<file path="config.mk">
export PLATFORM = sky130hd
export DESIGN_NAME = multiplier_pipe
export DESIGN_NICKNAME = d
export VERILOG_FILES = /design/src/rtl/multiplier_pipe.sv
export SDC_FILE = /design/constraint.sdc
export NUM_CORES = 2
export LEC_CHECK = 0
export ABC_AREA = 1
export CAP_MARGIN = 40
export CORE_MARGIN = 4
export CORE_UTILIZATION = 45
export CTS_CLUSTER_DIAMETER = 50
export CTS_CLUSTER_SIZE = 10
export DETAILED_ROUTE_END_ITERATION = 8
export PLACE_DENSITY = 0.7
export SETUP_SLACK_MARGIN = 0.1
export SYNTH_ARGS = -nofsm -noshare
export SYNTH_HDL_FRONTEND = slang
export SYNTH_SLANG_ARGS = --single-unit
export TNS_END_PERCENT = 10
</file>
<file path="constraint.sdc">
create_clock -name clk -period 29.3 [get_ports clk]
set_input_delay 7.325 -clock clk [delete_from_list [all_inputs] [get_ports clk]]
set_output_delay 7.325 -clock clk [all_outputs]
set_load 0.01 [all_outputs]
</file>
<file path="src/rtl/multiplier_pipe.sv">
// -----------------------------------------------------------------------------
// multiplier_pipe
//
// Pipelined integer multiplier for the execute stage. It runs the four RV32M /
// RV64M multiply operations (MUL, MULH, MULHSU, MULHU), chosen per request.
// Results come back in issue order, each with the caller's tag.
//
// How it works:
//   - The operands are extended to XLEN+1 bits. A signed product truncated to
//     2*XLEN bits covers every sign mode.
//   - The XLEN+1 partial-product rows are reduced with 3:2 carry-save levels.
//   - The rows are spread as evenly as possible across the STAGES registers.
//     The first share is folded in front of stage 0, at accept time.
//   - The last register holds a (sum, carry) pair. One carry-propagate add
//     and the high/low select are combinational from that register.
//   - Handshake: every stage moves together when the output slot is free or
//     is being consumed. Bubbles move along with real work and are never
//     squeezed out.
//
// Parameters:
//   XLEN   - operand/result width (32 or 64)
//   STAGES - pipeline registers between accept and result (1..4)
//   TAGW   - width of the caller tag
//
// Ports:
//   clk       - clock, rising edge
//   reset     - synchronous active-low reset
//   flush     - synchronous kill of all in-flight operations
//   in_valid  - request valid
//   in_ready  - request accepted when in_valid && in_ready
//   in_1      - multiplicand (rs1)
//   in_2      - multiplier (rs2)
//   op        - 00 MUL, 01 MULH, 10 MULHSU, 11 MULHU
//   in_tag    - caller tag
//   out_valid - result valid
//   out_ready - consumer ready
//   out       - result (0 while out_valid is low)
//   out_tag   - tag of the result (0 while out_valid is low)
//   busy      - any stage holds a valid operation
// -----------------------------------------------------------------------------
module multiplier_pipe #(
  parameter int XLEN   = 32,
  parameter int STAGES = 3,
  parameter int TAGW   = 5
) (
  input  logic            clk,
  input  logic            reset,
  input  logic            flush,
  input  logic            in_valid,
  output logic            in_ready,
  input  logic [XLEN-1:0] in_1,
  input  logic [XLEN-1:0] in_2,
  input  logic [1:0]      op,
  input  logic [TAGW-1:0] in_tag,
  output logic            out_valid,
  input  logic            out_ready,
  output logic [XLEN-1:0] out,
  output logic [TAGW-1:0] out_tag,
  output logic            busy
);

  // Product width after truncation, and the number of partial-product rows.
  // Rows 0..XLEN-1 weigh +2^i. Row XLEN is the sign row of the multiplier
  // and weighs -2^XLEN.
  localparam int PW   = 2 * XLEN;
  localparam int ROWS = XLEN + 1;

  typedef enum logic [1:0] {
    OP_MUL    = 2'b00,
    OP_MULH   = 2'b01,
    OP_MULHSU = 2'b10,
    OP_MULHU  = 2'b11
  } op_e;

  // One pipeline slot.
  // - The operands travel along so each stage can form the rows it owns.
  // - The running value of the product is always sum + carry (mod 2^PW).
  typedef struct packed {
    logic [1:0]      op;
    logic [TAGW-1:0] tag;
    logic [PW-1:0]   mcand;   // multiplicand, already extended to PW bits
    logic [XLEN:0]   mplier;  // multiplier, extended to XLEN+1 bits
    logic [PW-1:0]   sum;
    logic [PW-1:0]   carry;
  } stage_t;

  // First row that stage k reduces. Stage k owns rows [row_lo(k), row_lo(k+1)).
  // This gives an even split, with any extra rows going to the later stages.
  function automatic int row_lo(input int k);
    return (k * ROWS) / STAGES;
  endfunction

  // Fold rows [lo, hi) into the carry-save pair, one 3:2 level per row.
  //
  // The sign row should add -(mcand << XLEN). That equals
  // ~(mcand << XLEN) + 1. Only the inverted term is added here. The +1 was
  // already placed in bit 0 of the initial carry, so no adder is needed.
  function automatic stage_t reduce_rows(input stage_t s, input int lo, input int hi);
    stage_t        r;
    logic [PW-1:0] pp;
    logic [PW-1:0] t_sum;
    logic [PW-1:0] t_carry;
    r = s;
    for (int i = 0; i < ROWS; i++) begin
      pp = '0;
      if (i >= lo && i < hi) begin
        if (i < XLEN) begin
          pp = s.mplier[i] ? (s.mcand << i) : '0;
        end else begin
          pp = s.mplier[XLEN] ? ~(s.mcand << XLEN) : '0;
        end
        t_sum   = r.sum ^ r.carry ^ pp;
        t_carry = ((r.sum & r.carry) | (r.sum & pp) | (r.carry & pp)) << 1;
        r.sum   = t_sum;
        r.carry = t_carry;
      end
    end
    return r;
  endfunction

  // ---------------------------------------------------------------------------
  // Operand extension at accept
  // ---------------------------------------------------------------------------
  logic   sext_1;
  logic   sext_2;
  stage_t head;

  // NOTE: every signal written in an always_comb gets a default at the top of
  // the block, so no path can leave it unassigned and infer a latch.
  always_comb begin
    sext_1 = 1'b0;
    sext_2 = 1'b0;
    case (op_e'(op))
      OP_MULH: begin
        sext_1 = 1'b1;
        sext_2 = 1'b1;
      end
      OP_MULHSU: begin
        sext_1 = 1'b1;
        sext_2 = 1'b0;
      end
      OP_MUL, OP_MULHU: begin
        sext_1 = 1'b0;
        sext_2 = 1'b0;
      end
    endcase
  end

  always_comb begin
    head        = '0;
    head.op     = op;
    head.tag    = in_tag;
    head.mcand  = sext_1 ? {{XLEN{in_1[XLEN-1]}}, in_1} : {{XLEN{1'b0}}, in_1};
    head.mplier = {sext_2 & in_2[XLEN-1], in_2};
    head.sum    = '0;
    // Pre-load the +1 that completes the negation of the sign row.
    head.carry  = {{(PW-1){1'b0}}, head.mplier[XLEN]};
  end

  // ---------------------------------------------------------------------------
  // Pipeline registers
  // ---------------------------------------------------------------------------
  logic [STAGES-1:0] valid_d;
  logic [STAGES-1:0] valid_q;
  stage_t            data_d [STAGES];
  stage_t            data_q [STAGES];
  logic              advance;

  assign out_valid = valid_q[STAGES-1];
  assign advance   = !out_valid || out_ready;
  assign in_ready  = advance;
  assign busy      = |valid_q;

  always_comb begin
    valid_d = valid_q;
    data_d  = data_q;
    if (advance) begin
      valid_d[0] = in_valid;
      data_d[0]  = reduce_rows(head, row_lo(0), row_lo(1));
      for (int k = 1; k < STAGES; k++) begin
        valid_d[k] = valid_q[k-1];
        data_d[k]  = reduce_rows(data_q[k-1], row_lo(k), row_lo(k+1));
      end
    end
    // A flush also drops any request presented in the same cycle.
    if (flush) begin
      valid_d = '0;
    end
  end

  // NOTE: state registers are written with non-blocking assignments only.
  // That way every flop samples the values from before the edge, whatever
  // order the simulator runs the processes in.
  always_ff @(posedge clk) begin
    if (!reset) begin
      valid_q <= '0;
    end else begin
      valid_q <= valid_d;
    end
  end

  // NOTE: the wide data registers are deliberately left out of reset. The
  // valid bits alone decide whether a slot means anything, and the output is
  // masked by valid.
  always_ff @(posedge clk) begin
    data_q <= data_d;
  end

  // ---------------------------------------------------------------------------
  // Final carry-propagate add and high/low select
  // ---------------------------------------------------------------------------
  logic [PW-1:0] product;

  always_comb begin
    product = data_q[STAGES-1].sum + data_q[STAGES-1].carry;
    out     = '0;
    out_tag = '0;
    if (out_valid) begin
      out_tag = data_q[STAGES-1].tag;
      if (op_e'(data_q[STAGES-1].op) == OP_MUL) begin
        out = product[XLEN-1:0];
      end else begin
        out = product[PW-1:XLEN];
      end
    end
  end

endmodule

</file>
==> metrics.txt <==
RSZ-0062 raised after global routing false; CTS Buffer Depth 3; DRT antenna net count 0; cell area after synthesis 48100 um2; CTS tree built; DR vias/cell 4.71; slowest cell on the critical path clkdlybuf4s50_1; relative slew slack 0.439; RR Startpoint data_q[603]$_DFFE_PP_; clk_skew 0.0214 ns; Worst Tran Pin Value 0.842 ns; Layout area overhead 8.60%; syn_area_per_cell 9.50 um2; clock slew seen by the registers of the worst setup and hold paths 0.06 ns; Util after Layout 0.494; RePlAce Congestion 0.880; setup TNS 0 ns; fill count 9727; Distinct cells, synth 31; Iter 0 DRT Violations 1495; register area share after synthesis 0.257; Net count, final 6277; first-pass GRT wire length 166000 um; Starting Density 0.455; Yosys warning count 0; period utilisation layout 0.560; Worst Setup End Kind output pin; initial antenna violation count 1; number of port buffers 115; HPWL after DPL 81500 um; GRT Total Usage 0.179; area of the multi-input gates 30400 um2; HP Start data_q[530]$_DFFE_PP_; worst setup path category input port to output pin; number of global-route vias before repair 33600; CP Data Arrival Time 9.07 ns; Reg2Reg Depth 16; Die Wd 335 um; run status finished, final reports clean; Via Count 30500; postcts setup bufs 0; cts hold-fix bufs 0; # H-tree levels 2; critical path cell sequence clkdlybuf4s50_1 -> nor2_1 -> inv_8 -> clkdlybuf4s50_1; Mapped Cells 5065; Hold EP data_q[298]$_DFFE_PP_; startpoint types input port; r2r setup slk 22.64 ns; f_max 0.0610 GHz; CTS root buf clkbuf_16; Final Hold Vio Count 0; area occupied by registers 12400 um2; total gr overflow 0; post-synth net total 6291; clk sinks 413; final setup vio count 0; class of the worst hold path flip-flop to flip-flop; largest net degree at the start of global routing 155; worst r2r dst data_q[358]$_DFFE_PP_; Max Slew Vio Count 0; Clk Latency, worst-skew pair 0.62 ns; CTS-repair resized insts 0; Max Cap Viol 0; num rows 119; WL final 94500 um; crit-path max cell delay 0.58 ns; core area 106000 um2; most frequent CP cell clkdlybuf4s50_1; CTS buffer count 54; share of cells above drive strength 1 0.0317; post-layout minimum cycle time 16.40 ns; CP Data Required Time 21.98 ns; Seq cells post-synth 413; maximum fanout along the worst path 70; 1st-pass router iterations 7; DRC 0; IO Count 116; die area 112000 um2; Hold Path Cell Cnt 0; DR WL/cell 14.6 um; DIE HEIGHT 335 um
worst max-delay path by stage:
stage,start,endpoint,cells past startpoint,slack [ns]
after global placement,out_ready,in_ready,4,12.93
after global routing,out_ready,in_ready,4,12.81
after floorplan,out_ready,in_ready,2,6.58
after CTS,out_ready,in_ready,4,12.92
final,out_ready,in_ready,4,12.90
after detailed placement,out_ready,in_ready,4,12.93
routing by layer:
layer,vias up,share of wire,GRT usage
met1,15400,0.45,0.243
met3,93,0.027,0.0157
met2,358,0.50,0.317
met5,-,0,0
li1,14600,-,-
met4,0,0.018,0.0362
sequential cells by signal (all words and copies together) (netlist names):
signal and cells:
data_q 410, valid_q 3
critical path: cells and delay by family:
kind	cells	cell delay (ns)
buffers and inverters	3	1.25
and+or+nand+nor	1	0.41
kinds of logic after synthesis:
| group | Yosys count | share of synthesized area |
|---|---|---|
| xor+xnor | 9 | 0.00164 |
| flops | 413 | 0.257 |
| buf+inv | 1419 | 0.111 |
| compound gates | 103 | 0.0111 |
| simple gates | 1970 | 0.161 |
| fa+ha+maj | 1151 | 0.459 |
final cells by class:
type                    count  area share
diodes                      1   0.0000479
clock buffers              71      0.0273
clock inverters            16     0.00340
inverters                1191      0.0857
multi-input cells        3233       0.582
flip-flops and latches    413       0.237
well taps                1391      0.0333
repair buffers            158      0.0313
cell usage after synthesis:
cell type,number,share of area
nand3_1,88,0.0092
inv_2,5,0.00039
nand2b_1,1,0.00013
nor4_2,3,0.00078
edfxtp_1,410,0.26
fa_1,1021,0.42
dfxtp_1,3,0.0012
nor2_4,2,0.00047
nand2_1,1661,0.13
xnor2_1,7,0.0013
o21bai_1,4,0.00062
clkbuf_1,226,0.018
a211oi_1,1,0.00016
nor2_2,15,0.0020
nor2_1,161,0.013
xor2_1,2,0.00036
a21oi_1,69,0.0072
nor3_4,2,0.00068
and2_1,3,0.00039
o211ai_1,3,0.00047
o21ai_0,26,0.0027
nand4_1,9,0.0012
buf_1,2,0.00016
maj3_1,1,0.00021
nand2_2,10,0.0013
and3_1,2,0.00026
nor3_1,4,0.00042
nand3_2,3,0.00062
ha_1,129,0.034
nor3_2,6,0.0012
inv_1,1186,0.093
cells in the final DEF (no fill, tap or decap), drive strengths merged, types with 4 or more instances in the layout:
cell type / n
buf: 43
clkdlybuf4s50: 115
fa: 1021
o21ai: 26
a21oi: 69
nand4: 9
nor3: 12
clkinv: 9
o21bai: 4
clkbuf: 71
xnor2: 7
ha: 129
nand2: 1671
edfxtp: 410
inv: 1197
nor2: 178
nand3: 91
per-stage QoR:
step / cell area (um2) / worst slack, ns / std cells / hold slack, ns
2_1_floorplan: 48100 / 6.58 / 5065 / 0.400
3_3_place_gp: 50400 / 12.93 / 6375 / 0.401
3_5_place_dp: 50600 / 12.93 / 6386 / 0.405
4_1_cts: 52200 / 12.92 / 6473 / 0.412
5_1_grt: 52200 / 12.81 / 6473 / 0.421
6_report: 52200 / 12.90 / 6474 / 0.414
Power is left out: the tool's default activity adds up to more than one toggle a clock period on the data nets, which glitch-free logic cannot reach.
